[config.mk]
export PLATFORM = sky130hd
export DESIGN_NAME = data_access_ctrl
export DESIGN_NICKNAME = d
export VERILOG_FILES = /design/src/rtl/data_access_ctrl.sv
export SDC_FILE = /design/constraint.sdc
export NUM_CORES = 1
export LEC_CHECK = 0
export ABC_AREA = 1
export CELL_PAD_IN_SITES_DETAIL_PLACEMENT = 0
export CELL_PAD_IN_SITES_GLOBAL_PLACEMENT = 2
export CORE_MARGIN = 3
export CORE_UTILIZATION = 22
export CTS_BUF_LIST = sky130_fd_sc_hd__clkbuf_4
export DETAILED_ROUTE_END_ITERATION = 7
export PLACE_DENSITY_LB_ADDON = 0.1
export SYNTH_ARGS = -nofsm -noshare
export SYNTH_HDL_FRONTEND = slang
export SYNTH_SLANG_ARGS = --single-unit
export TNS_END_PERCENT = 1
[constraint.sdc]
create_clock -name cpu_clk_50M -period 1.7 [get_ports cpu_clk_50M]
set_input_delay 0.34 -clock cpu_clk_50M [delete_from_list [all_inputs] [get_ports cpu_clk_50M]]
set_output_delay 0.34 -clock cpu_clk_50M [all_outputs]
set_load 0.05 [all_outputs]
[src/rtl/data_access_ctrl.sv]
// Data-side memory access controller: holds the MEM stage while one load/store crosses the bus.
// Optional access timeout with bus_err_o pulse is enabled by defining DACC_TIMEOUT_EN.
module data_access_ctrl (
  input  logic        cpu_clk_50M,
  input  logic        cpu_rst,
  input  logic        mem_req_i,
  input  logic        mem_we_i,
  input  logic [31:0] mem_addr_i,
  input  logic [31:0] mem_wdata_i,
  input  logic [3:0]  mem_be_i,
  input  logic        mem_device_i,
  input  logic        flush_i,
  input  logic        data_sram_ack_i,
  input  logic [31:0] data_sram_rdata_i,
  output logic        data_sram_en_o,
  output logic [3:0]  data_sram_wen_o,
  output logic [31:0] data_sram_addr_o,
  output logic [31:0] data_sram_wdata_o,
  output logic        stall_o,
  output logic [31:0] dm_o,
  output logic        dm_valid_o,
  output logic        dm_device_o,
  output logic [3:0]  dm_be_o,
  output logic        bus_err_o
);

  typedef enum logic [1:0] {IDLE, ACCESS, DONE} state_t;

  state_t      state, state_nxt;
  logic [31:0] addr_q, wdata_q;
  logic [3:0]  be_q;
  logic        we_q, device_q, discard_q;
  logic        accept, in_access, in_done, timeout_hit, timed_out;

  assign accept    = (state == IDLE) & mem_req_i & ~flush_i;
  assign in_access = (state == ACCESS);
  assign in_done   = (state == DONE);

`ifdef DACC_TIMEOUT_EN
  logic [7:0] tmo_cnt;
  logic       timed_out_q;

  // The edge that would take the counter to 255 ends the access instead.
  assign timeout_hit = in_access & ~data_sram_ack_i & (tmo_cnt == 8'd254);
  assign timed_out   = timed_out_q;

  always_ff @(posedge cpu_clk_50M) begin
    if (cpu_rst) begin
      tmo_cnt     <= 8'd0;
      timed_out_q <= 1'b0;
    end else begin
      if (accept)
        tmo_cnt <= 8'd0;
      else if (in_access && !data_sram_ack_i)
        tmo_cnt <= tmo_cnt + 8'd1;
      if (accept)
        timed_out_q <= 1'b0;
      else if (timeout_hit)
        timed_out_q <= 1'b1;
    end
  end
`else
  assign timeout_hit = 1'b0;
  assign timed_out   = 1'b0;
`endif

  always_ff @(posedge cpu_clk_50M) begin
    if (cpu_rst)
      state <= IDLE;
    else
      state <= state_nxt;
  end

  always_comb begin
    state_nxt = state;
    case (state)
      IDLE:    if (accept) state_nxt = ACCESS;
      ACCESS:  if (data_sram_ack_i || timeout_hit) state_nxt = DONE;
      DONE:    state_nxt = IDLE;
      default: state_nxt = IDLE;
    endcase
  end

  // Request fields are captured once so the pipeline may change them while stalled.
  always_ff @(posedge cpu_clk_50M) begin
    if (cpu_rst) begin
      addr_q    <= 32'd0;
      wdata_q   <= 32'd0;
      be_q      <= 4'd0;
      we_q      <= 1'b0;
      device_q  <= 1'b0;
      discard_q <= 1'b0;
    end else begin
      if (accept) begin
        addr_q    <= mem_addr_i;
        wdata_q   <= mem_wdata_i;
        be_q      <= mem_be_i;
        we_q      <= mem_we_i;
        device_q  <= mem_device_i;
        discard_q <= 1'b0;
      end else if (in_access && flush_i) begin
        discard_q <= 1'b1;
      end
    end
  end

  // Raw read word goes to WB untouched; byte selection happens there.
  always_ff @(posedge cpu_clk_50M) begin
    if (cpu_rst) begin
      dm_o        <= 32'd0;
      dm_be_o     <= 4'd0;
      dm_device_o <= 1'b0;
    end else if (in_access && data_sram_ack_i && !we_q) begin
      dm_o        <= data_sram_rdata_i;
      dm_be_o     <= be_q;
      dm_device_o <= device_q;
    end
  end

  assign data_sram_en_o    = in_access;
  assign data_sram_wen_o   = (in_access && we_q) ? be_q : 4'b0000;
  assign data_sram_addr_o  = in_access ? addr_q : 32'd0;
  assign data_sram_wdata_o = in_access ? wdata_q : 32'd0;
  assign stall_o           = accept | in_access;
  assign dm_valid_o        = in_done & ~we_q & ~discard_q & ~flush_i & ~timed_out;
  assign bus_err_o         = in_done & timed_out;

endmodule

After elaboration in Yosys (flattened, before gate mapping)

Cells that the tools add are included.

Register bits: 110
Bits of input ports: 107

Equality and inequality tests: 4
Mux-type cells: 6
Bitwise logic cells: 9
Reduce and logical (&&, ||, !) cells: 8

Operators with widths:

| operator                                                               | count |
|---|---|
| 32-bit 2-to-1 mux                                                      | 2 |
| 1-bit bitwise AND                                                      | 5 |
| 1-bit logical AND                                                      | 4 |
| 2-bit 2-to-1 mux                                                       | 2 |
| 4-bit 2-to-1 mux                                                       | 1 |
| 2-bit != test (second input constant)                                  | 2 |
| 2-bit one-hot mux with 2 select lines                                  | 1 |
| 1-bit NOT                                                              | 3 |
| 2-bit by 1-bit equality test with 1-bit output (second input constant) | 1 |
| 2-bit equality test (second input constant)                            | 1 |
| 2-bit zero test                                                        | 1 |
| 2-bit AND reduction                                                    | 1 |
| 2-bit OR reduction                                                     | 1 |
| 1-bit zero test                                                        | 1 |
| 1-bit OR                                                               | 1 |

Longest topological paths before layout

Gate-level depths: netlist of the first run.

Word-level depth: 5
Gate-level depth with buffers: 6
Gate-level depth less buffers: 5

Worst setup path after synthesis of the first run

No wires, ideal clock.

Path type: register to output
From: register we_q
To: output dm_valid_o
Arrival: 1.822 ns
Setup slack: -0.462 ns
Stages on the path, launching flop included: 5
Path buffers: 1
Cell sequence: dfxtp_1 -> inv_1 -> clkbuf_1 -> nand3_1 -> nor3_1

Word-level cells in the longest chain between the ends: 4

RTL lines:

| element                         | RTL line | RTL |
|---|---|---|
| from (decl)                     | 32       | `logic we_q, device_q, discard_q;` |
| from (signal assigned)          | 98       | `we_q <= mem_we_i;` |
| 1-bit NOT                       | 125      | `assign dm_valid_o = in_done & ~we_q & ~discard_q & ~flush_i & ~timed_out;` |
| 1-bit bitwise AND (3 in series) | 125      |  |
| to (decl)                       | 21       | `output logic dm_valid_o,` |

No other way between the ends.

Final worst setup path of the first run

From: register state[0]
To: output data_sram_addr_o[28]

Word-level cells in the longest chain between the ends: 2

RTL lines:

| element                                        | RTL line | RTL |
|---|---|---|
| from (decl)                                    | 29       | `state_t state, state_nxt;` |
| from (signal assigned)                         | 71       | `state <= state_nxt;` |
| 2-bit by 1-bit equality test with 1-bit output | 36       | `assign in_access = (state == ACCESS);` |
| 32-bit 2-to-1 mux                              | 122      | `assign data_sram_addr_o = in_access ? addr_q : 32'd0;` |
| to (decl)                                      | 17       | `output logic [31:0] data_sram_addr_o,` |

No other way between the ends.

==> results.cfg, run 1 <==
[global_routing]
grt_util_all_layers_pct = 14.4
grt_first_pass_wirelength_um = 28000
grt-ovfl-total = 0
grt_pass1_vias = 5241
grt_start_max_net_pins = 39
antenna_found_initial = 3

[route]
drc = 0
dr.pass1.iters = 4
wire_per_inst_um = 14.9
num_vias = 5161
ant_nets = 0
via_per_inst = 4.31
drt_wl_total_um = 17900
drtIter0Drc = 216

[sta]
rsz0062_at_grt = true
fmax_mhz = 499
fin_crit_sh_pct = 118
slew_viol_final = 0
setup_viol = 71
timing.final.hold_violations = 0
min_period_ps = 2000
setup_ws_ps = -304
skew_ps = 7.68

[yosys]
yosys.area_share.simple_pct = 32.9
synth_area_leader_cell = dfxtp_1
synth_top_family_by_area = simple AND/OR/NAND/NOR gates
synth_warnings = 0
synthArstFlopShare_pct = 0
synthAdderAreaFrac_pct = 0
synth-compound-area-share_pct = 7.45
syn_inst = 718
yosysMostFrequentCell = nor2_1
netlist_area_um2 = 4840
synthTopCellsByArea = dfxtp_1, nor2_1, nand2_1
ys_types = 17
synth_common_cells = nor2_1, nand2_1, dfxtp_1
synth_top_area_share_pct = 45.5
syn_avg_cell_area_um2 = 6.74
synth_xor_area_share_pct = 0
yosysSeqAreaShare_pct = 45.5
muxShareOfSynthArea_pct = 0
synth_seq_cells = 110
syn-num-nets = 825
synth_ff_type = dfxtp_1
synth_edf_count = 0

[clock_network]
h-tree-depth = 3
clk_pin_slew_ps = 170
clock_latency_ps = 480
tritoncts = done
root_buffer = clkbuf_4
cts_sinks = 110
ctsHoldBuffers = 0
clockBufferDepth = 2
cts_inserted_buffers = 9
post_cts_buffers = 0

[finish]
multi_input_area_um2 = 2420
num-fill-cells = 2221
ff_latch_area_um2 = 2210
fin_area_um2 = 8670
final_util_pct = 40.7
area_growth_pct = 79.1
finalNetCount = 1024
drive_gt1_share_pct = 25.4

[outcome]
violations = negative setup slack
outcome = finished, violations left

[power_and_ir_drop]
powerDensity_nw_per_um2 = 610
power.leakage_nw = 3.21
peakVddDrop_v = 0.000291

[worst_hold_path]
hold_path_class = primary input to register

[worst_setup_path]
cp.required_ps = 1360
worstPathArrival_ps = 1660
critPathMaxStageDelay_ps = 370
worstPathMaxFanout = 17
cp-start-kind = register
path_cells = inv_2 > nor2_4 > inv_8 > buf_16 > nor2_2 > buf_12
critPathSlowestCell = dfxtp_2
cp-end-kind = output pin
crit_type = register to output pin

[die]
dieArea_um2 = 23800
fp.coreArea_um2 = 21300
die_h_um = 154
rows = 53
fp.dieW_um = 154
io_pins = 216
initial_core_util_pct = 22.7

[place]
dp_hpwl_um = 12600
place_congestion = 0.782
place_area_um2 = 8120
port_buffers = 214

[run]
max_cap_violations = 0
placed cells by master, fill, tap and decap left out:
| cell type | Yosys | routed |
|---|---|---|
| nor2_2 | 3 | 16 |
| nand4_1 | 37 | 37 |
| buf_16 | 0 | 2 |
| nand3_1 | 72 | 72 |
| buf_8 | 0 | 1 |
| inv_1 | 107 | 107 |
| nor2_1 | 143 | 76 |
| inv_2 | 2 | 1 |
| conb_1 | 1 | 1 |
| nor3_2 | 0 | 1 |
| buf_2 | 36 | 1 |
| buf_4 | 5 | 53 |
| buf_12 | 0 | 79 |
| a21oi_1 | 72 | 72 |
| clkbuf_4 | 0 | 9 |
| nand2_1 | 112 | 110 |
| clkdlybuf4s50_1 | 0 | 105 |
| nand2_2 | 1 | 2 |
| buf_6 | 0 | 1 |
| clkinvlp_4 | 0 | 1 |
| dfxtp_1 | 110 | 107 |
| clkinv_1 | 0 | 1 |
| dfxtp_2 | 0 | 3 |
| inv_8 | 0 | 2 |
| clkinv_2 | 0 | 2 |
| nor2_4 | 1 | 55 |
| clkinv_4 | 0 | 2 |
| nand2_8 | 0 | 1 |
| clkbuf_16 | 0 | 2 |
| diode_2 | 0 | 1 |
flip-flops by register name, indices dropped and copies added, names as in the netlist:
| name | flops |
|---|---|
| wdata_q | 32 |
| we_q | 1 |
| discard_q | 1 |
| addr_q | 32 |
| dm_o | 32 |
| device_q | 1 |
| state | 2 |
| be_q | 4 |
| dm_be_o | 4 |
| dm_device_o | 1 |
power breakdown:
part	internal, mW	switching, mW	total (mW)
clock network	0.307	0.904	1.21
registers	2.70	0.0632	2.76
logic	0.571	0.744	1.32
critical path, delay by kind of cell (launching register included):
kind          cells  cell delay (ps)
simple gates      2              330
buf+inv           4              470
flops             1              370
kinds of logic after synthesis:
| family | Yosys count |
|---|---|
| other | 1 |
| AOI/OAI and AO/OA | 72 |
| buffers and inverters | 165 |
| DFF | 110 |
| and+or+nand+nor | 370 |
worst paths after layout:
check | start | end | slack (ps) | cells past startpoint
worst min register to register | discard_q$_SDFFE_PP0P_ | discard_q$_SDFFE_PP0P_ | 470 | 2
worst min-delay path | cpu_rst | addr_q[5]$_SDFFE_PP0P_ | 170 | 2
worst max register to register | state[1]$_SDFFE_PP0P_ | wdata_q[10]$_SDFFE_PP0P_ | 360 | 6
worst max-delay path | state[0]$_SDFFE_PP0P_ | data_sram_addr_o[28] | -300 | 6
per-layer routing:
| layer | up-vias | global-route usage (%) | part of all wire, % |
|---|---|---|---|
| met5 | - | 0 | 0.089 |
| met2 | 148 | 24.1 | 48 |
| li1 | 2622 | - | - |
| met4 | 4 | 2.82 | 1.2 |
| met3 | 17 | 5.76 | 7.6 |
| met1 | 2370 | 17.8 | 43 |
timing repair:
action                                  4_1_cts  5_1_grt
cloned                                        0        3
endpoints found under the setup margin       71       71
resized for setup                            40       44
final cells by class:
cell class / count / share of cell area [%]
repair buffers: 244 / 36.5
multi-input cells: 443 / 27.9
flip-flops and latches: 110 / 25.4
inverters: 109 / 4.81
well taps: 275 / 3.97
clock buffers: 9 / 0.779
clock inverters: 7 / 0.577
diodes: 1 / 0.0289
per-stage QoR:
| stage | hold WS, ps | setup slack [ps] | cells | setup TNS [ps] | total power, mW |
|---|---|---|---|---|---|
| after detailed placement | 447 | -124 | 1178 | -555 | 4.05 |
| after CTS | 135 | -411 | 1194 | -27440 | 5.35 |
| after global routing | 123 | -423 | 1198 | -27630 | 5.62 |
| after global placement | 437 | -75.1 | 1178 | -316 | 4.04 |
| final | 174 | -304 | 1198 | -19070 | 5.29 |
| after floorplan | 426 | -118 | 718 | -4550 | 3.46 |
(Power assumes the default switching activity.)
==> run 2, diff against run 1 <==
--- a/config.mk
+++ b/config.mk
@@ -13,6 +13,7 @@
 export CTS_BUF_LIST = sky130_fd_sc_hd__clkbuf_4
 export DETAILED_ROUTE_END_ITERATION = 7
 export PLACE_DENSITY_LB_ADDON = 0.1
+export SKIP_LAST_GASP = 1
 export SYNTH_ARGS = -nofsm -noshare
 export SYNTH_HDL_FRONTEND = slang
 export SYNTH_SLANG_ARGS = --single-unit
==> results.cfg, run 2 (same netlist as run 1, synthesis figures left out) <==
[clock_network]
root_buffer = clkbuf_4
cts_inserted_buffers = 9
cts_sinks = 110
tritoncts = done
clk_pin_slew_ps = 170
post_cts_buffers = 0
clock_latency_ps = 480
h-tree-depth = 3
clockBufferDepth = 2

[die]
fp.dieW_um = 154
fp.coreArea_um2 = 21300
rows = 53
io_pins = 216
die_h_um = 154
initial_core_util_pct = 22.7
dieArea_um2 = 23800

[worst_setup_path]
path_cells = inv_2 > nor2_4 > buf_12 > nand2_4 > nor2_4 > buf_12
cp-start-kind = register
critPathSlowestCell = dfxtp_2
critPathMaxStageDelay_ps = 360
crit_type = register to output pin
rr_worst_depth = 6
worstPathMaxFanout = 24
cp-end-kind = output pin
worstPathArrival_ps = 1680
cp.required_ps = 1360

[finish]
top_regs = addr_q: 32 flops, dm_o: 32 flops, wdata_q: 32 flops
area_growth_pct = 76.3
finalNetCount = 1024
mostFrequentLayoutCell = nand2_1
num-fill-cells = 2225
final_util_pct = 40.1
final_cell_mix = nand2_1, dfxtp_1, inv_1
drive_gt1_share_pct = 25.1

[power_and_ir_drop]
peakVddDrop_v = 0.000290
powerDensity_nw_per_um2 = 616
power.leakage_nw = 3.21

[sta]
setup_ws_ps = -319
fmax_mhz = 495
skew_ps = 10.6
fin_crit_sh_pct = 119
min_period_ps = 2020
timing.final.hold_violations = 0
finalSetupTns_ps = -19540
slew_viol_final = 0
setup_viol = 71
rsz0062_at_grt = true

[global_routing]
grt_start_max_net_pins = 39
grt_first_pass_wirelength_um = 28000
antenna_found_initial = 3
grt-ovfl-total = 0
grt-busiest-layer = met2
gr-usage-met2_pct = 24.1
met1_usage_pct = 17.8
grt_util_all_layers_pct = 14.4
globalRouteMet3Util_pct = 5.76
grt_pass1_vias = 5241

[route]
wire_per_inst_um = 14.9
num_vias = 5128
drtIter0Drc = 202
drc = 0
ant_nets = 0
drt_wl_total_um = 17900
dr.pass1.iters = 4
via_per_inst = 4.28

[place]
place_congestion = 0.782
port_buffers = 214
dp_hpwl_um = 12600

[outcome]
violations = negative setup slack
outcome = finished, violations left

[run]
max_cap_violations = 0

[worst_hold_path]
min_path_cells = 2
hold_path_class = primary input to register
-- run 2: changes by cell type in the layout (fill, tap and decap cells not counted) --
cell     change
buf_8        -1
nor2_2      +22
nand2_1      +1
nand2_2      -1
buf_6        +2
dfxtp_1      +2
nand2_4      +1
nand2_8      -1
nor2_4      -22
dfxtp_2      -2
buf_12       -1
-- run 2: path summary, 6_finish.rpt --
path | startpoint | end | slack [ps]
hold reg to reg | discard_q$_SDFFE_PP0P_ | discard_q$_SDFFE_PP0P_ | 470
setup / recovery | state[0]$_SDFFE_PP0P_ | data_sram_wen_o[0] | -320
setup reg to reg | state[1]$_SDFFE_PP0P_ | wdata_q[6]$_SDFFE_PP0P_ | 350
hold / removal | cpu_rst | addr_q[5]$_SDFFE_PP0P_ | 170
-- run 2: stage by stage --
step / std cells / area (um^2) / total power, mW / hold slack, ps / setup WS, ps
floorplan: 718 / 5000 / 3.46 / 426 / -118
global placement: 1178 / 8120 / 4.04 / 437 / -75.1
detailed placement: 1178 / 8120 / 4.05 / 447 / -124
CTS: 1194 / 8380 / 5.34 / 135 / -411
global route: 1198 / 8530 / 5.59 / 123 / -448
finish: 1198 / 8530 / 5.26 / 173 / -319
-- run 2: area by class of cell --
| type | count | area, um^2 | area share (%) |
|---|---|---|---|
| inverters | 109 | 417 | 4.88 |
| repair buffers | 244 | 3150 | 37.0 |
| flip-flops and latches | 110 | 2200 | 25.8 |
| multi-input cells | 443 | 2290 | 26.9 |
| well taps | 275 | 344 | 4.03 |
| diodes | 1 | 2.50 | 0.0293 |
| clock inverters | 7 | 50.0 | 0.587 |
| clock buffers | 9 | 67.6 | 0.792 |
-- run 2: worst max-delay path: cells and delay by family, from the launching register on --
kind                   cells  cell delay, ps
and+or+nand+nor            3             450
buffers and inverters      3             390
DFF                        1             360
-- run 2: what timing repair did --
action                                 CTS  global route
cloned                                   0             3
hold buffers                             0             0
setup endpoints to repair               71            71
gates resized for setup                 36            19
endpoints found under the hold margin    0             0
-- run 2: metal layers --
layer  vias up  routed length (um)
met5         -                  16
li1       2620                   -
met4         4                 193
met3        15                1360
met1      2345                7770
met2       144                8530
-- run 2: power by group --
part | switching [mW] | total, mW | internal, mW | leakage (nW)
clock | 0.901 | 1.21 | 0.307 | 0.0652
sequential | 0.0625 | 2.76 | 2.70 | 0.897
combinational | 0.724 | 1.29 | 0.564 | 2.25
total | 1.69 | 5.26 | 3.57 | 3.21
==> run 3, diff against run 2 <==
--- a/config.mk
+++ b/config.mk
@@ -14,6 +14,7 @@
 export DETAILED_ROUTE_END_ITERATION = 7
 export PLACE_DENSITY_LB_ADDON = 0.1
 export SKIP_LAST_GASP = 1
+export SLEW_MARGIN = 40
 export SYNTH_ARGS = -nofsm -noshare
 export SYNTH_HDL_FRONTEND = slang
 export SYNTH_SLANG_ARGS = --single-unit
==> results of run 3 <==
The final DEF is identical to that of run 2; final timing and power are the same.
